<file path="config.mk">
export PLATFORM = sky130hd
export DESIGN_NAME = cu_edge_cacheline_unpack
export DESIGN_NICKNAME = d
export VERILOG_FILES = /design/src/rtl/cu_edge_cacheline_unpack.sv
export SDC_FILE = /design/constraint.sdc
export NUM_CORES = 2
export LEC_CHECK = 0
export BUFFER_PORTS_ARGS = -buffer_cell sky130_fd_sc_hd__buf_2
export CORE_AREA = 2 2 447 449
export DETAILED_ROUTE_END_ITERATION = 16
export DIE_AREA = 0 0 449 451
export GPL_ROUTABILITY_DRIVEN = 0
export GPL_TIMING_DRIVEN = 0
export PLACE_DENSITY = 0.4
export SYNTH_ARGS = -nofsm -noshare
export SYNTH_HDL_FRONTEND = slang
export SYNTH_SLANG_ARGS = --single-unit
</file>
<file path="constraint.sdc">
create_clock -name clock -period 4 [get_ports clock]
set_clock_uncertainty 0.2 [all_clocks]
set_input_delay 0.2 -clock clock [delete_from_list [all_inputs] [get_ports clock]]
set_output_delay 0.2 -clock clock [all_outputs]
set_load 0.05 [all_outputs]
</file>
<file path="src/rtl/cu_edge_cacheline_unpack.sv">
// Purpose: splits one 1024-bit edge cacheline into 32-bit edges tagged with the source vertex (optional macro CU_UNPACK_SKID_EN adds a pending line slot).
// Latency: first edge is valid the cycle after line acceptance, then 1 edge/cycle while edge_out_ready is held high.
// Backpressure: edge_out_ready low freezes the edge outputs; line_in_ready is low while draining unless the pending slot is built in and empty.
module cu_edge_cacheline_unpack #(
  parameter int CACHELINE_SIZE_BITS = 1024,
  parameter int EDGE_SIZE_BITS      = 32,
  parameter int CACHELINE_EDGE_NUM  = 32,
  parameter int VERTEX_SIZE_BITS    = 32
) (
  input  logic                                  clock,
  input  logic                                  reset,
  input  logic                                  enabled,
  input  logic                                  line_in_valid,
  output logic                                  line_in_ready,
  input  logic [CACHELINE_SIZE_BITS-1:0]        line_in_data,
  input  logic [$clog2(CACHELINE_EDGE_NUM)-1:0] line_in_start,
  input  logic [$clog2(CACHELINE_EDGE_NUM):0]   line_in_count,
  input  logic [VERTEX_SIZE_BITS-1:0]           line_in_src,
  output logic                                  edge_out_valid,
  input  logic                                  edge_out_ready,
  output logic [EDGE_SIZE_BITS-1:0]             edge_out_data,
  output logic [VERTEX_SIZE_BITS-1:0]           edge_out_src,
  output logic                                  edge_out_last,
  output logic                                  clip_error
);

  localparam int IDX_W = $clog2(CACHELINE_EDGE_NUM);
  localparam int CNT_W = IDX_W + 1;

  typedef enum logic {
    IDLE  = 1'b0,
    DRAIN = 1'b1
  } state_t;

  // Active line being drained.
  state_t                         state_q, state_d;
  logic [CACHELINE_SIZE_BITS-1:0] line_q;
  logic [VERTEX_SIZE_BITS-1:0]    src_q;
  logic [IDX_W-1:0]               idx_q;
  logic [CNT_W-1:0]               rem_q;
  logic                           clip_q;

  // Load path into the active registers.
  logic                           ld_en;
  logic                           ld_go;
  logic [CACHELINE_SIZE_BITS-1:0] ld_line;
  logic [VERTEX_SIZE_BITS-1:0]    ld_src;
  logic [IDX_W-1:0]               ld_idx;
  logic [CNT_W-1:0]               ld_rem;

  // Incoming line: edges available from the start index and the clipped count.
  logic [CNT_W-1:0]               in_avail;
  logic [CNT_W-1:0]               in_eff;
  logic                           in_clip;

  logic                           line_xfer;
  logic                           edge_xfer;

`ifdef CU_UNPACK_SKID_EN
  // Pending slot: holds the next line while the active one drains.
  logic                           pend_vld_q;
  logic [CACHELINE_SIZE_BITS-1:0] pend_line_q;
  logic [VERTEX_SIZE_BITS-1:0]    pend_src_q;
  logic [IDX_W-1:0]               pend_idx_q;
  logic [CNT_W-1:0]               pend_rem_q;
  logic                           pend_wr;
  logic                           pend_rd;
`endif

  // Clip the requested count to the edges left between start and the end of the line.
  always_comb begin
    in_avail = CNT_W'(CACHELINE_EDGE_NUM) - {1'b0, line_in_start};
    in_clip  = (line_in_count > in_avail);
    in_eff   = in_clip ? in_avail : line_in_count;
  end

`ifdef CU_UNPACK_SKID_EN
  // A new line can be taken whenever the pending slot is free, in either state.
  assign line_in_ready  = enabled & ~pend_vld_q;
`else
  // Single line register: only accept when nothing is draining.
  assign line_in_ready  = enabled & (state_q == IDLE);
`endif

  assign edge_out_valid = enabled & (state_q == DRAIN);
  assign edge_out_data  = line_q[int'(idx_q) * EDGE_SIZE_BITS +: EDGE_SIZE_BITS];
  assign edge_out_src   = src_q;
  assign edge_out_last  = (state_q == DRAIN) & (rem_q == CNT_W'(1));
  assign clip_error     = clip_q;

  assign line_xfer      = line_in_valid & line_in_ready;
  assign edge_xfer      = edge_out_valid & edge_out_ready;

  // A load with zero edges consumes the line without entering DRAIN.
  assign ld_go          = ld_en & (ld_rem != '0);

  // Next state and selection of which line (input or pending) loads into the active registers.
  always_comb begin
    state_d = state_q;
    ld_en   = 1'b0;
    ld_line = line_in_data;
    ld_src  = line_in_src;
    ld_idx  = line_in_start;
    ld_rem  = in_eff;
`ifdef CU_UNPACK_SKID_EN
    pend_wr = 1'b0;
    pend_rd = 1'b0;
`endif
    case (state_q)
      IDLE: begin
        if (line_xfer) begin
          ld_en = 1'b1;
        end
      end
      DRAIN: begin
        if (edge_xfer && edge_out_last) begin
          state_d = IDLE;
`ifdef CU_UNPACK_SKID_EN
          // Chain straight into the next line so its first edge follows with no bubble.
          if (pend_vld_q) begin
            ld_en   = 1'b1;
            pend_rd = 1'b1;
            ld_line = pend_line_q;
            ld_src  = pend_src_q;
            ld_idx  = pend_idx_q;
            ld_rem  = pend_rem_q;
          end else if (line_xfer) begin
            ld_en = 1'b1;
          end
`endif
        end
`ifdef CU_UNPACK_SKID_EN
        // Zero-count lines are consumed on accept and never occupy the slot.
        else if (line_xfer && (in_eff != '0)) begin
          pend_wr = 1'b1;
        end
`endif
      end
      default: begin
        state_d = IDLE;
      end
    endcase
    if (ld_go) begin
      state_d = DRAIN;
    end
  end

  // Active line registers: load a new line, or step one edge on each transfer.
  always_ff @(posedge clock) begin
    if (reset) begin
      state_q <= IDLE;
      line_q  <= '0;
      src_q   <= '0;
      idx_q   <= '0;
      rem_q   <= '0;
      clip_q  <= 1'b0;
    end else begin
      state_q <= state_d;
      if (ld_go) begin
        line_q <= ld_line;
        src_q  <= ld_src;
        idx_q  <= ld_idx;
        rem_q  <= ld_rem;
      end else if (edge_xfer) begin
        rem_q <= rem_q - 1'b1;
        // Hold the index on the final edge so it never steps past the line end.
        if (!edge_out_last) begin
          idx_q <= idx_q + 1'b1;
        end
      end
      if (line_xfer && in_clip) begin
        clip_q <= 1'b1;
      end
    end
  end

`ifdef CU_UNPACK_SKID_EN
  // Pending slot: filled while draining, emptied when the active line finishes.
  always_ff @(posedge clock) begin
    if (reset) begin
      pend_vld_q  <= 1'b0;
      pend_line_q <= '0;
      pend_src_q  <= '0;
      pend_idx_q  <= '0;
      pend_rem_q  <= '0;
    end else begin
      if (pend_wr) begin
        pend_vld_q  <= 1'b1;
        pend_line_q <= line_in_data;
        pend_src_q  <= line_in_src;
        pend_idx_q  <= line_in_start;
        pend_rem_q  <= in_eff;
      end else if (pend_rd) begin
        pend_vld_q <= 1'b0;
      end
    end
  end
`endif

endmodule

</file>
==> Flow_metrics.wiki <==
{| class="wikitable"
! Metric !! Value
|-
| First-pass DRT Iterations || 7
|-
| Remaining max-slew budget at the tightest pin || 0.1275
|-
| CTS tree || built
|-
| Area of the core region || 198,200 um2
|-
| Internal cell power || 20,540 uW
|-
| Vias in the first global route || 58,320
|-
| Drt via density || 5.329
|-
| Remaining global-route overflow || 0
|-
| Data arrival time of the critical path || 3.60 ns
|-
| Area leader, netlist || sky130_fd_sc_hd__dfxtp_1
|-
| Aggregate global-route resource usage || 0.3012
|-
| Power per Cell Area || 375.5 nW/um2
|-
| Proportion of power drawn by combinational gates || 0.200
|-
| Reg-to-reg critical path startpoint || state_q
|-
| Number of slew-limit violations in the final report || 0
|-
| Cell count after synthesis || 5,366
|-
| Number of maximum-capacitance violations || 0
|-
| Largest net degree at the start of global routing || 17
|-
| Routed length per instance || 29.08 um
|-
| Hold Violations, Final || 0
|-
| Crit end category || primary output
|-
| Flip-flop and latch count after synthesis || 1,069
|-
| Total CTS buffers || 132
|-
| Total number of yosys warnings || 0
|-
| CTS root buf || sky130_fd_sc_hd__clkbuf_16
|-
| Max Clk Rate || 249.7 MHz
|-
| Overall die width || 449 um
|-
| Top cell type's share of synthesized area || 0.4425
|-
| Clock tree buffer depth || 3
|-
| First element of the critical path || idx_q[0]
|-
| Commonest register cell after synthesis || sky130_fd_sc_hd__dfxtp_1
|-
| Layout area overhead || 60.99%
|-
| Cell types with the largest area share after synthesis || sky130_fd_sc_hd__dfxtp_1 44%, sky130_fd_sc_hd__mux4_2 15%, sky130_fd_sc_hd__a21oi_1 11%
|-
| Reg2reg setup slack || 0.04 ns
|-
| Final-report setup violation count || 2
|-
| Minimum clock period after layout || 4.005 ns
|-
| Most common cell in the netlist || sky130_fd_sc_hd__dfxtp_1
|-
| Net count after synthesis || 6,448
|-
| Slew at the pin closest to its max-slew limit || 1.309 ns
|-
| Maximum resistive drop on vdd || 304.1 uV
|-
| Final Instance Area || 77,860 um2
|-
| Clock network latency to the later pin of the worst-skew pair || 0.80 ns
|-
| Critical Path RT || 3.60 ns
|-
| Total DRC errors in the routed layout || 0
|-
| Reg clk slew, reported paths || 0.06 ns
|-
| Share of cells above drive strength 1 || 0.2316
|-
| Synthesized area divided by synthesized cell count || 9.013 um2
|-
| Number of distinct library cells after synthesis || 44
|-
| Sw Pwr || 8701 uW
|-
| Count of flip-flops with a built-in enable after synthesis || 0
|-
| Wire length of the first global-routing pass || 435,900 um
|-
| Worst setup timing slack at the placement stage || -1.734 ns
|-
| Final wirelength || 319,400 um
|-
| CTS H-tree lvls || 4
|-
| Status || finished with violations
|-
| Leakage || 0.02882 uW
|-
| Vertical die dimension || 451 um
|-
| Synth top cells by count || 1,069 x sky130_fd_sc_hd__dfxtp_1, 1,065 x sky130_fd_sc_hd__a21oi_1, 1,059 x sky130_fd_sc_hd__nand3_1
|-
| Switching power as a share of total power || 0.2976
|-
| I/O pin count || 1,140
|-
| Total standard cell area after synthesis || 48,370 um2
|-
| Ratio of final minimum period to clock period || 1.001
|-
| DIE AREA || 202,500 um2
|-
| DP Wirelength || 248,200 um
|-
| Power share of the sequential group || 0.395
|-
| Unrepaired setup endpoints after global routing || yes
|-
| Worst Hold Slack || 0.01857 ns
|-
| Number of nets in the layout || 9,245
|-
| HP Class || input pin to flip-flop
|-
| Maximum fanout along the worst path || 6
|-
| Critical hold path startpoint || line_in_data[332]
|-
| Final worst setup slack || -0.004913 ns
|-
| Number of core rows || 164
|-
| Violations in the final reports || setup timing
|-
| Total cell area at the placement stage || 57,420 um2
|-
| Number of I/O port buffers || 1,138
|-
| Number of DRC markers after the initial detailed-route iteration || 5,855
|-
| Initial Utilization || 0.2440
|-
| Critical path startpoint category || flip-flop
|-
| Antenna violations before repair || 115
|-
| Sequential cell area fraction in the yosys report || 0.4425
|-
| Sink count of the clock tree || 1,069
|-
| Share of power burned in the clock network || 0.405
|-
| Remaining antenna violation count || 0
|-
| Via Count || 58,540
|-
| Share of synthesized registers carrying an async set or reset || 0
|-
| Utilization after layout || 0.3928
|-
| Critical setup path kind || flip-flop to primary output
|}
==> worst max-delay path: stages (launching register included) <==
cell                        delay [ns]
sky130_fd_sc_hd__dfxtp_2          0.34
sky130_fd_sc_hd__clkbuf_16        0.16
sky130_fd_sc_hd__clkbuf_16        0.22
sky130_fd_sc_hd__buf_12           0.15
sky130_fd_sc_hd__buf_4            0.12
sky130_fd_sc_hd__mux4_2           0.61
sky130_fd_sc_hd__mux4_2           0.64
sky130_fd_sc_hd__mux2_4           0.33
sky130_fd_sc_hd__buf_6            0.16
==> worst paths after layout <==
path | to | depth (start not counted)
min | line_q[332] | 4
max reg2reg | line_q[871] | 8
min reg2reg | line_q[311] | 2
max | edge_out_data[11] | 8
==> cell usage in the layout, fill, tap and decap left out, types with 29 or more instances in the layout <==
master                          netlist  layout
sky130_fd_sc_hd__clkbuf_1           408     385
sky130_fd_sc_hd__buf_4                2      33
sky130_fd_sc_hd__buf_1              123     118
sky130_fd_sc_hd__buf_6               10      35
sky130_fd_sc_hd__a21oi_1           1065    1065
sky130_fd_sc_hd__dfxtp_1           1069    1067
sky130_fd_sc_hd__clkbuf_2             0      29
sky130_fd_sc_hd__dlygate4sd3_1        0    1501
sky130_fd_sc_hd__o21ai_0            877     877
sky130_fd_sc_hd__o21ai_1            182     182
sky130_fd_sc_hd__mux4_2             320     320
sky130_fd_sc_hd__clkbuf_16            0     143
sky130_fd_sc_hd__buf_2              125    1206
sky130_fd_sc_hd__clkbuf_8             0      30
sky130_fd_sc_hd__diode_2              0      77
sky130_fd_sc_hd__nand3_1           1059    1059
==> stage by stage <==
step	power [uW]	std cells	setup TNS, ns
after floorplan	13770	5366	0
after global placement	16020	9160	-1037.26
after detailed placement	16060	9161	-1081.20
after CTS	29190	10900	-1.641
after global routing	30110	10960	-0.4401
final	29240	10990	-0.006561
==> sequential cells by signal (all words and copies together), names as in the netlist <==
signal / count
line_q: 1024
state_q: 1
edge_out_src: 32
rem_q: 6
clip_error: 1
idx_q: 5
==> logic make-up (layout without fill, tap and decap cells) <==
family	Yosys count	in the layout	synth area share
compound gates	2143	2143	0.2232
buf+inv	679	3566	0.05787
other cells	0	77	0
fa+ha+maj	10	10	0.002587
simple gates	1096	1096	0.1140
xor+xnor	9	9	0.001630
flops	1069	1069	0.4425
mux	360	360	0.1582
==> area by class of cell <==
type                       instances  area, um2
clock inverter                    33      302.8
fill                           20160     120400
tap                             2656       3323
multi-input combinational       3618      24220
sequential                      1069      21400
buffer                           667       3303
antenna                           77      192.7
inverter                          10      37.54
timing repair buffer            2665      21280
clock buffer                     191       3797
==> power groups by stage <==
| stage | logic [uW] | clock network (uW) | registers [uW] |
|---|---|---|---|
| after global placement | 4270 | 0 | 11700 |
| after floorplan | 2160 | 0 | 11600 |
| final | 5840 | 11900 | 11500 |
| after global routing | 6100 | 12400 | 11600 |
| after CTS | 5700 | 12000 | 11500 |
| after detailed placement | 4300 | 0 | 11800 |
==> metal layers <==
metal / up-vias / GRT usage / part of all wire
li1: 25680 / - / -
met4: 34 / 0.1732 / 0.065
met3: 869 / 0.06231 / 0.073
met5: - / 0 / 0.00072
met1: 29030 / 0.3885 / 0.42
met2: 2937 / 0.4662 / 0.44
==> timing repair <==
action                     in CTS  in global routing
resized for setup             219                 56
hold endpoints to repair     1069                  0
hold buffers                 1501                  0
pin swaps                       0                  1
cloned                          2                  3
setup endpoints to repair     803                480
buffers inserted               13                  7
No activity file was read; power rests on OpenSTA's default activity.
